**src/rtl/fifo_wr_arb_pkg.sv**
```systemverilog
// Shared types and helpers for the FIFO write-port arbiter.
// Optional per-requester beat counters are enabled with FIFO_WR_ARB_STATS_EN.
package fifo_wr_arb_pkg;

  typedef enum logic [0:0] {
    IDLE   = 1'b0,
    LOCKED = 1'b1
  } arb_state_e;

  localparam int unsigned STAT_W = 16;

  // Increment a round-robin pointer modulo n.
  function automatic int unsigned rr_next(input int unsigned ptr, input int unsigned n);
    return (ptr + 32'd1 >= n) ? 32'd0 : ptr + 32'd1;
  endfunction

endpackage

```
**src/rtl/fifo_wr_arbiter_rr_pick.sv**
```systemverilog
// Combinational round-robin priority encoder: first set bit of req at or after ptr.
module rr_pick
  import fifo_wr_arb_pkg::*;
#(
  parameter int unsigned N     = 4,
  parameter int unsigned IDX_W = $clog2(N)
) (
  input  logic [N-1:0]     req,
  input  logic [IDX_W-1:0] ptr,
  output logic             found,
  output logic [IDX_W-1:0] idx
);

  always_comb begin
    int unsigned j;
    found = 1'b0;
    idx   = '0;
    j     = 32'd0;
    for (int unsigned k = 0; k < N; k++) begin
      j = (32'(ptr) + k) % N;
      if (!found && req[IDX_W'(j)]) begin
        found = 1'b1;
        idx   = IDX_W'(j);
      end
    end
  end

endmodule

```
**src/rtl/fifo_wr_arbiter.sv**
```systemverilog
// Packet-granular round-robin arbiter sharing one FIFO write port among NUM_REQ requesters.
// Define FIFO_WR_ARB_STATS_EN to build saturating per-requester accepted-beat counters.
module fifo_wr_arbiter
  import fifo_wr_arb_pkg::*;
#(
  parameter  int unsigned NUM_REQ = 4,
  parameter  int unsigned DATA_W  = 8,
  localparam int unsigned IDX_W   = $clog2(NUM_REQ)
) (
  input  logic                        wclk,
  input  logic                        reset_w,
  input  logic [NUM_REQ-1:0]          req_valid,
  input  logic [NUM_REQ*DATA_W-1:0]   req_data,
  input  logic [NUM_REQ-1:0]          req_last,
  output logic [NUM_REQ-1:0]          req_ready,
  input  logic                        fifo_full,
  output logic                        fifo_push,
  output logic [DATA_W-1:0]           fifo_wdata,
  output logic                        busy,
  output logic [IDX_W-1:0]            owner,
  output logic [NUM_REQ*STAT_W-1:0]   stat_beats
);

  arb_state_e       state_q, state_d;
  logic [IDX_W-1:0] rr_ptr_q, rr_ptr_d;
  logic [IDX_W-1:0] owner_q, owner_d;

  logic             cand_found;
  logic [IDX_W-1:0] cand_idx;
  logic [DATA_W-1:0] data_arr [NUM_REQ];

  rr_pick #(
    .N     (NUM_REQ),
    .IDX_W (IDX_W)
  ) u_rr_pick (
    .req   (req_valid),
    .ptr   (rr_ptr_q),
    .found (cand_found),
    .idx   (cand_idx)
  );

  always_comb begin
    for (int i = 0; i < int'(NUM_REQ); i++) begin
      data_arr[i] = req_data[i*int'(DATA_W) +: DATA_W];
    end
  end

  // State register; a reset abandons any packet in flight.
  always_ff @(posedge wclk or posedge reset_w) begin
    if (reset_w) begin
      state_q  <= IDLE;
      rr_ptr_q <= '0;
      owner_q  <= '0;
    end else begin
      state_q  <= state_d;
      rr_ptr_q <= rr_ptr_d;
      owner_q  <= owner_d;
    end
  end

  // Next-state logic: lock on a multi-beat winner, advance pointer past a finished packet.
  always_comb begin
    state_d  = state_q;
    rr_ptr_d = rr_ptr_q;
    owner_d  = owner_q;
    case (state_q)
      IDLE: begin
        if (cand_found && !fifo_full) begin
          owner_d = cand_idx;
          if (req_last[cand_idx]) begin
            rr_ptr_d = IDX_W'(rr_next(32'(cand_idx), NUM_REQ));
          end else begin
            state_d = LOCKED;
          end
        end
      end
      LOCKED: begin
        if (fifo_push && req_last[owner_q]) begin
          state_d  = IDLE;
          rr_ptr_d = IDX_W'(rr_next(32'(owner_q), NUM_REQ));
        end
      end
      default: state_d = IDLE;
    endcase
  end

  // Output logic: grant goes straight to the FIFO push in the same cycle.
  always_comb begin
    req_ready  = '0;
    fifo_push  = 1'b0;
    fifo_wdata = '0;
    case (state_q)
      IDLE: begin
        if (cand_found && !fifo_full) begin
          req_ready[cand_idx] = 1'b1;
          fifo_push           = 1'b1;
          fifo_wdata          = data_arr[cand_idx];
        end
      end
      LOCKED: begin
        req_ready[owner_q] = !fifo_full;
        fifo_push          = req_valid[owner_q] && !fifo_full;
        fifo_wdata         = data_arr[owner_q];
      end
      default: ;
    endcase
  end

  assign busy  = (state_q == LOCKED);
  assign owner = owner_q;

`ifdef FIFO_WR_ARB_STATS_EN
  logic [STAT_W-1:0] stat_q [NUM_REQ];
  logic [STAT_W-1:0] stat_d [NUM_REQ];

  // Saturating accepted-beat counters.
  always_comb begin
    for (int i = 0; i < int'(NUM_REQ); i++) begin
      stat_d[i] = stat_q[i];
      if (req_valid[i] && req_ready[i] && (stat_q[i] != {STAT_W{1'b1}})) begin
        stat_d[i] = stat_q[i] + STAT_W'(1);
      end
    end
  end

  always_ff @(posedge wclk or posedge reset_w) begin
    if (reset_w) begin
      for (int i = 0; i < int'(NUM_REQ); i++) begin
        stat_q[i] <= '0;
      end
    end else begin
      for (int i = 0; i < int'(NUM_REQ); i++) begin
        stat_q[i] <= stat_d[i];
      end
    end
  end

  always_comb begin
    for (int i = 0; i < int'(NUM_REQ); i++) begin
      stat_beats[i*int'(STAT_W) +: STAT_W] = stat_q[i];
    end
  end
`else
  assign stat_beats = '0;
`endif

endmodule
```
**config.mk**
```make
export PLATFORM = sky130hd
export DESIGN_NAME = fifo_wr_arbiter
export DESIGN_NICKNAME = d
export VERILOG_FILES = /design/src/rtl/fifo_wr_arb_pkg.sv /design/src/rtl/fifo_wr_arbiter_rr_pick.sv /design/src/rtl/fifo_wr_arbiter.sv
export SDC_FILE = /design/constraint.sdc
export NUM_CORES = 1
export LEC_CHECK = 0
export ABC_AREA = 1
export CORE_MARGIN = 8
export CORE_UTILIZATION = 38
export DETAILED_ROUTE_END_ITERATION = 12
export PLACE_DENSITY = 0.84
export SETUP_SLACK_MARGIN = 0.02
export SLEW_MARGIN = 20
export SYNTH_ARGS = -nofsm -noshare
export SYNTH_HDL_FRONTEND = slang
export SYNTH_HIERARCHICAL = 1
export SYNTH_SLANG_ARGS = --single-unit
```
**constraint.sdc**
```tcl
create_clock -name wclk -period 2.43 [get_ports wclk]
set_input_delay 0.3645 -clock wclk [delete_from_list [all_inputs] [get_ports wclk]]
set_output_delay 0.3645 -clock wclk [all_outputs]
set_load 0.03 [all_outputs]
```
## Word level (Yosys, flattened, before mapping)

Index checks and enable logic that the tools add are counted.

| storage, ports and cells | value |
|---|---|
| flip-flop bits (word level) | 5 |
| output and inout bits | 80 |
| logic and storage cells | 89 |

| cells by class | value |
|---|---|
| add/subtract/negate cells | 5 |
| order comparisons | 12 |
| equality and inequality tests | 3 |
| mux-type cells | 48 |
| bitwise operators | 4 |
| reduce and logical (&&, ||, !) cells | 14 |

Operators with widths:

| cell | count |
|---|---|
| $mux 8 | 5 |
| $bmux 8 s2 | 2 |
| $lt 2x3->1 const B | 6 |
| $mux 2 | 9 |
| $mux 1 | 17 |
| $pmux 8 s2 | 1 |
| $bmux 1 s2 | 7 |
| $ge 3x3->1 const B | 4 |
| $logic_and 1x1->1 | 8 |
| $pmux 4 s2 | 1 |
| $add 2x1->3 const B | 2 |
| $not 2->3 | 2 |
| $add 2x2->2 const B | 2 |
| $and 4x4->4 | 1 |
| $demux 1 s2 | 2 |
| $ge 2x1->1 const B | 2 |
| $logic_not 1->1 | 4 |
| $mux 4 | 1 |
| $ne 2x2->1 const B | 2 |
| $pmux 1 s2 | 2 |
| $pmux 2 s2 | 1 |
| $reduce_and 3->1 | 1 |
| $add 2x1->2 const B | 1 |
| $ne 2x1->1 const B | 1 |
| other kinds (2) | 2 |

## Depth between registers and ports, before layout

Gate-level depths: netlist of the first run.

| depth | value |
|---|---|
| word-level depth | 18 |
| mapped depth | 20 |
| mapped depth without buffers | 19 |

## Modules after synthesis

The synthesis of the first run kept the hierarchy.

By module, submodules not included:

| module | times used | cells an instance | area each (um^2) | seq. area each (um^2) |
|---|---|---|---|---|
| fifo_wr_arbiter | 1 | 271 | 1586.5 | 125.1 |
| rr_pick | 1 | 59 | 319.1 | 0.0 |

## Worst setup path after synthesis of the first run

No wires, ideal clock.

| path | value |
|---|---|
| path type | reg2out |
| from | reg rr_ptr_q[0] |
| to | out req_ready[0] |
| data arrival time | 2.026 ns |
| data required time | 2.066 ns |
| path slack | 0.039 ns |
| cell stages (with the launch flop) | 16 |
| path through | dfrtp_1 > buf_6 > nand2_1 > nand2_4 > nand2_2 > nand2_2 > nor2_4 > nand3_2 > nand2_1 > nand2_1 > inv_1 > buf_2 > inv_2 > buf_2 > ha_1 > a22o_1 |

| between the ends | value |
|---|---|
| word-level cells in the longest chain between the ends | 18 |
| elaborated cells between the ends (all ways) | 33 |
| classes of those cells | add/sub: 3; order compare: 2; mux: 20; reduce/logical: 8 |

RTL lines:

| item | line | RTL |
|---|---|---|
| start: declaration | fifo_wr_arbiter.sv:25 | `logic [IDX_W-1:0] rr_ptr_q, rr_ptr_d;` |
| start signal: assignment | fifo_wr_arbiter.sv:56 | `rr_ptr_q <= rr_ptr_d;` |
| branches (longest 11 deep; another with $add 2x1->2) | - |  |
| $mux 2 * | fifo_wr_arbiter_rr_pick.sv:21 | `if (!found && req[IDX_W'(j)]) begin` |
| net cand_idx[0] | fifo_wr_arbiter.sv:29 | `logic [IDX_W-1:0] cand_idx;` |
| $lt 2x3->1 (not written as such) / $ge 2x1->1 (equally long branches) | fifo_wr_arbiter.sv:95 | `req_ready[cand_idx] = 1'b1;` |
| $logic_and 1x1->1 (not written as such) | fifo_wr_arbiter.sv:95 |  |
| $mux 1 (not written as such) | fifo_wr_arbiter.sv:95 |  |
| $demux 1 s2 * | fifo_wr_arbiter.sv:95 |  |
| $mux 4 * | fifo_wr_arbiter.sv:94 | `if (cand_found && !fifo_full) begin` |
| $pmux 4 s2 * | fifo_wr_arbiter.sv:92 | `case (state_q)` |
| end: declaration | fifo_wr_arbiter.sv:15 | `output logic [NUM_REQ-1:0] req_ready,` |

Mark *: on every way through the listed nets, which the timed path passes. The select of a mux whose other input is x is not followed.

## Worst setup path after layout of the first run

| path | value |
|---|---|
| from | reg rr_ptr_q[0] |
| to | out req_ready[1] |

Same word-level chain as after synthesis.

==> metrics.csv, run 1 <==
metric,value,unit
status,"finished, violations left",
failing checks,negative setup slack,
Area growth syn-to-layout,43.1,%
count of cell types in the netlist,25,
register area,128,sq um
Final Non-Filler Cells,470,
multi-input gate area in the final layout,0.00145,sq mm
Critical Path RT,2.07,ns
n_diodes,0,
fmax,376,MHz
vias post-DR,2205,
first drt pass iteration count,4,
Metal-1 WL,2790,um
Place WS,-0.503,ns
WL per Instance,14.5,um
VDD IR max,0.768,mV
Met2 Wirelength,3380,um
post-placement cell count,458,
GR Overflow Total,0,
core area,0.00479,sq mm
Clock Latency Late Sink,0.22,ns
ANT nets after route,0,
time the worst path needs with I/O delays and setup,2.66,ns
max-cap violations,0,
max-slew violation count,0,
Buffers on Ports,58,
CTS sink cnt,5,
register bit total from synthesis,5,
# IOs,123,
share of the clock period used by the worst path,1.09,
pwr/cell area,1590,mW/mm^2
die area,0.00754,sq mm
DR vias/cell,4.69,
worst min-delay path category,input pin to asynchronous set/reset pin,
layout cell share with drive strength beyond 1,0.248,
# hold bufs at CTS,0,
Critical Path Source Type,flop,
Final Hold Viols,0,
Clock Power Share,0.035,
register share of total power,0.042,
global placement routability congestion,0.947,
"leading cell types in the layout, fill and taps excluded","nand2_1 (68), conb_1 (64), clkdlybuf4s50_1 (41)",
setup violators final,12,
# DRC,0,
Final Cell Area,0.00273,sq mm
compound-gate portion of the synthesized area,0.211,
"most common cell after layout, fill and taps aside",nand2_1,
Post-Synthesis Cells,330,
Total GRT Usage,0.153,
Post-Synth XOR/XNOR Area,0,
Num CTS Buffers,3,
Post-DP Area,0.00235,sq mm
cell internal pwr,1.89,mW
Lkg Pwr,1.38,nW
Mapped Area,0.00191,sq mm
effective utilization at floorplan,0.398,
Ys Warns,6,
Worst Path Arrival,2.30,ns
total routed wirelength,6810,um
CTS tree,yes,
worst-path fanout max,14,
critical setup path kind,flop to output pin,
mux share of post-synthesis cell area,0,
clock-pin slew on the worst setup and hold paths,0.04,ns
Iter 0 DRT Violations,165,
"Avg Cell Area, Syn",5.77,sq um
clock root cell,clkbuf_8,
largest family of logic cells by synthesized area,buffers and inverters,
worst setup margin,-0.230,ns
Rows,25,
first-pass GRT wire length,9740,um
setup TNS,-2.21,ns
net switching power,2.46,mW
routed wl met3,603,um
Layout fillers,474,
highest metal used,met4,
switching share of power,0.565,
Final HPWL DP,4630,um
vias in the first global route,2147,
Die Height,86.8,um
clk_skew,0.00455,ns
Combinational Power Share,0.923,
"Seq/Total Area, Yosys",0.0657,
post-synthesis adder-cell area fraction,0.0525,
Post-Synth Simple-Gate Area,0.313,
Clock Tree Buf Depth,2,
initial antenna violation count,0,
total power,4.35,mW
die span in x,86.8,um
Layout Nets,455,
H-tree levels,1,
RSZ-0062 raised after global routing,true,
pin count of the biggest net entering global routing,33,
Crit. End Element,output pin,
## path summary, 6_finish.rpt
kind,start,end,slack (ns),cells past startpoint
max in group asynchronous,reset_w,rr_ptr_q[0],1.90,2
worst max register to register,rr_ptr_q[0],rr_ptr_q[1],0.19,19
worst min-delay path,reset_w,busy,0.35,2
min in group wclk,owner[1],owner[1],0.68,3
worst min register to register,owner[1],owner[1],0.68,3
worst max-delay path,rr_ptr_q[0],req_ready[1],-0.23,13
## cell usage after synthesis
library cell | number | share of area
dfrtp_1 | 5 | 0.066
buf_6 | 2 | 0.012
nor2_4 | 2 | 0.012
a21oi_1 | 17 | 0.045
nand3b_1 | 1 | 0.0039
conb_1 | 1 | 0.0020
o21ai_1 | 27 | 0.071
nand2_4 | 3 | 0.018
nand2_1 | 75 | 0.15
nor2_1 | 20 | 0.039
inv_2 | 6 | 0.012
ha_1 | 8 | 0.053
inv_1 | 24 | 0.047
buf_4 | 64 | 0.25
a22o_1 | 3 | 0.014
o31ai_1 | 1 | 0.0039
nand4_1 | 1 | 0.0033
nand3_1 | 13 | 0.034
o21ai_0 | 28 | 0.074
nand2_2 | 10 | 0.033
clkbuf_1 | 2 | 0.0039
nand3_2 | 3 | 0.016
o21a_1 | 1 | 0.0039
buf_2 | 11 | 0.029
nor2_2 | 2 | 0.0066
## area by class of cell
cell class / count / share of cell area
inverter: 30 / 0.0495
sequential: 5 / 0.0468
tap: 67 / 0.0307
clock buffer: 4 / 0.0165
timing repair buffer: 85 / 0.323
multi-input combinational: 279 / 0.533
## sequential cells by signal, summed over array words and instances, names as in the netlist
signal and cells:
rr_ptr_q 2, owner 2, busy 1
## critical path: stages, from the launching register on
cell,delay (ns)
dfrtp_2,0.44
buf_6,0.15
nand2_1,0.08
nand2_2,0.07
nand2_1,0.07
nand2_2,0.08
a21oi_2,0.15
nand2_1,0.09
nand2_2,0.09
clkinv_4,0.11
clkbuf_16,0.19
ha_1,0.19
a22o_1,0.23
buf_6,0.15
## routing by layer
| metal | vias to the layer above | track usage |
|---|---|---|
| met5 | - | 0 |
| met4 | 0 | 0.0266 |
| met3 | 4 | 0.0369 |
| met2 | 119 | 0.271 |
| met1 | 1001 | 0.183 |
| li1 | 1081 | - |
## timing repair
action / 4_1_cts / 5_1_grt
setup endpoints to repair: 13 / 15
pin swaps: 4 / 18
cloned: 1 / 4
gates resized for setup: 23 / 64
buffers inserted: 0 / 3
## cells by family (layout without fill, tap and decap cells)
logic type / Yosys count / count (layout)
other: 1 / 64
AND/OR/NAND/NOR: 130 / 130
AO/OA/AOI/OAI: 77 / 77
buffers and inverters: 109 / 119
flip-flops: 5 / 5
adder cells (fa/ha/maj): 8 / 8
## power by group through the flow
stage | sequential (mW) | clock (mW) | combinational, mW
after floorplan | 0.208 | 0 | 2.14
after global placement | 0.169 | 0 | 2.90
after detailed placement | 0.170 | 0 | 2.96
after CTS | 0.171 | 0.157 | 3.29
after global routing | 0.187 | 0.168 | 4.31
final | 0.182 | 0.153 | 4.01
## per-stage QoR
step | util | hold WS [ns]
finish | 0.570 | 0.346
detailed placement | 0.492 | 0.584
global placement | 0.492 | 0.573
floorplan | - | 0.143
CTS | 0.519 | 0.351
global route | 0.570 | 0.365
Power figures use the tool's default switching activity.
==> run 2: changes to the inputs <==
--- a/config.mk
+++ b/config.mk
@@ -6,10 +6,12 @@
 export NUM_CORES = 1
 export LEC_CHECK = 0
 export ABC_AREA = 1
+export CAP_MARGIN = 30
 export CORE_MARGIN = 8
-export CORE_UTILIZATION = 38
+export CORE_UTILIZATION = 60
 export DETAILED_ROUTE_END_ITERATION = 12
-export PLACE_DENSITY = 0.84
+export DONT_BUFFER_PORTS = 1
+export PLACE_DENSITY = 0.73
 export SETUP_SLACK_MARGIN = 0.02
 export SLEW_MARGIN = 20
 export SYNTH_ARGS = -nofsm -noshare
==> run 2 against run 1 <==
The flow still finishes with violations (negative setup slack); setup slack better by 0.052 ns; clock skew up 0.0039 ns; count of clock-buffer cells in the layout is the same; die area is 31% lower; highest routed layer unchanged.
==> metrics.csv, run 2 (synthesized netlist as in run 1, its figures left out) <==
metric,value,unit,change
setup violators final,12,,unchanged
initial antenna violation count,0,,unchanged
# IOs,123,,unchanged
"most common cell after layout, fill and taps aside",conb_1,,was nand2_1
# DRC,0,,unchanged
Num CTS Buffers,3,,unchanged
n_diodes,0,,unchanged
Layout fillers,245,,was 474
Final Cell Area,0.00224,sq mm,was 0.00273 sq mm
core area,0.00303,sq mm,was 0.00479 sq mm
setup TNS,-1.56,ns,was -2.21 ns
Final Hold Viols,0,,unchanged
max-cap violations,0,,unchanged
Combinational Power Share,0.911,,was 0.923
Rows,20,,was 25
Worst Path Arrival,2.24,ns,was 2.30 ns
post-placement cell count,374,,was 458
register share of total power,0.065,,was 0.042
clock-pin slew on the worst setup and hold paths,0.05,ns,was 0.04 ns
failing checks,negative setup slack,,unchanged
Rel. slew slack,0.558,,
time the worst path needs with I/O delays and setup,2.61,ns,was 2.66 ns
H-tree levels,1,,unchanged
Die Height,72.4,um,was 86.8 um
pwr/cell area,1760,mW/mm^2,was 1590 mW/mm^2
Total GRT Usage,0.198,,was 0.153
Clock Latency Late Sink,0.25,ns,was 0.22 ns
cell internal pwr,1.58,mW,was 1.89 mW
vias post-DR,2038,,was 2205
worst min-delay path category,input pin to asynchronous set/reset pin,,unchanged
WL per Instance,14.8,um,was 14.5 um
net switching power,2.37,mW,was 2.46 mW
die area,0.00524,sq mm,was 0.00754 sq mm
share of the clock period used by the worst path,1.07,,was 1.09
ANT nets after route,0,,unchanged
CTS sink cnt,5,,unchanged
CTS tree,yes,,unchanged
Crit. End Element,output pin,,unchanged
effective utilization at floorplan,0.629,,was 0.398
Clock Power Share,0.025,,was 0.035
clk_skew,0.00845,ns,was 0.00455 ns
"leading cell types in the layout, fill and taps excluded","conb_1 (64), nand2_1 (55), o21ai_1 (33)",,"was nand2_1 (68), conb_1 (64), clkdlybuf4s50_1 (41)"
status,"finished, violations left",,unchanged
Buffers on Ports,0,,was 58
fmax,383,MHz,was 376 MHz
Layout Nets,401,,was 455
Worst-Margin Slew,0.663,ns,
die span in x,72.4,um,was 86.8 um
Critical Path Source Type,flop,,unchanged
global placement routability congestion,0.894,,was 0.947
vias in the first global route,1943,,was 2147
VDD IR max,1.26,mV,was 0.768 mV
Final HPWL DP,4050,um,was 4630 um
Iter 0 DRT Violations,97,,was 165
Post-DP Area,0.00179,sq mm,was 0.00235 sq mm
max-slew violation count,0,,unchanged
GR Overflow Total,0,,unchanged
Critical Path RT,2.07,ns,about the same
first drt pass iteration count,5,,was 4
switching share of power,0.600,,was 0.565
Final Non-Filler Cells,393,,was 470
critical setup path kind,flop to output pin,,unchanged
first-pass GRT wire length,8640,um,was 9740 um
Lkg Pwr,1.17,nW,was 1.38 nW
DR vias/cell,5.19,,was 4.69
pin count of the biggest net entering global routing,22,,was 33
clock root cell,clkbuf_4,,was clkbuf_8
Area growth syn-to-layout,17.6,%,was 43.1%
total routed wirelength,5800,um,was 6810 um
worst setup margin,-0.179,ns,was -0.230 ns
layout cell share with drive strength beyond 1,0.301,,was 0.248
worst-path fanout max,8,,was 14
RSZ-0062 raised after global routing,true,,unchanged
Clock Tree Buf Depth,2,,unchanged
-- run 2: cell count changes in the layout (fill, tap and decap cells not counted), moves of 4 or more --
cell | before | now
clkdlybuf4s50_1 | 41 | 0
nand2_4 | 4 | 18
nand2_1 | 68 | 55
buf_6 | 15 | 6
dlygate4sd2_1 | 4 | 0
nor2_1 | 16 | 20
nor2_2 | 6 | 2
-- run 2: path summary, 6_finish.rpt --
kind,startpoint,to,slack [ns],cells after the start
worst max-delay path,rr_ptr_q[0],req_ready[1],-0.18,13
worst max register to register,rr_ptr_q[0],rr_ptr_q[0],0.01,18
worst min-delay path,reset_w,busy,0.46,2
max in group asynchronous,reset_w,rr_ptr_q[0],1.79,2
worst min register to register,rr_ptr_q[1],rr_ptr_q[1],0.78,3
min in group wclk,fifo_full,busy,0.48,4
-- run 2: final cells by class --
cell class,instances,area [sq um],share of cell area
repair buffers,31,315,0.141
flip-flops and latches,5,128,0.0570
inverters,30,130,0.0581
well taps,44,55.1,0.0246
clock buffers,4,26.3,0.0117
multi-input cells,279,1590,0.708
-- run 2: stage by stage --
| stage | power (mW) | utilization | worst slack [ns] | hold slack (ns) |
|---|---|---|---|---|
| floorplan | 2.35 | - | 0.0394 | 0.143 |
| global placement | 2.80 | 0.591 | 0.0345 | 0.164 |
| detailed placement | 2.81 | 0.591 | 0.00650 | 0.164 |
| global route | 4.25 | 0.740 | -0.303 | 0.463 |
| finish | 3.95 | 0.740 | -0.179 | 0.459 |
| CTS | 3.57 | 0.695 | -0.0873 | 0.459 |
-- run 2: layer usage --
layer / part of all wire / up-vias / GRT usage
met5: 0 / - / 0
met4: 0.013 / 0 / 0.0771
met3: 0.10 / 10 / 0.0592
met2: 0.52 / 122 / 0.343
met1: 0.36 / 940 / 0.219
li1: - / 966 / -
-- run 2: power groups by stage --
stage,Combinational [mW],Sequential (mW),Clock (mW)
after floorplan,2.14,0.208,0
after detailed placement,2.57,0.245,0
after global routing,3.87,0.266,0.113
after CTS,3.21,0.253,0.102
after global placement,2.56,0.244,0
final,3.60,0.255,0.0980
-- run 2: critical path: stages, from the launching register on --
cell and delay, ns:
dfrtp_2 0.44, clkinv_4 0.14, nand2_4 0.09, nand2_4 0.07
nand2_2 0.08, nand2_2 0.06, a21oi_2 0.14, nand2_1 0.08
nand2_2 0.10, clkinv_4 0.11, buf_16 0.16, ha_4 0.15
a22o_4 0.22, buf_12 0.13
-- run 2: timing repair --
action,in CTS,in global routing
setup endpoints to repair,13,15
hold endpoints to repair,5,0
pin swaps,23,33
buffers inserted,6,6
hold buffers,1,0
cloned,2,0
gates resized for setup,59,33
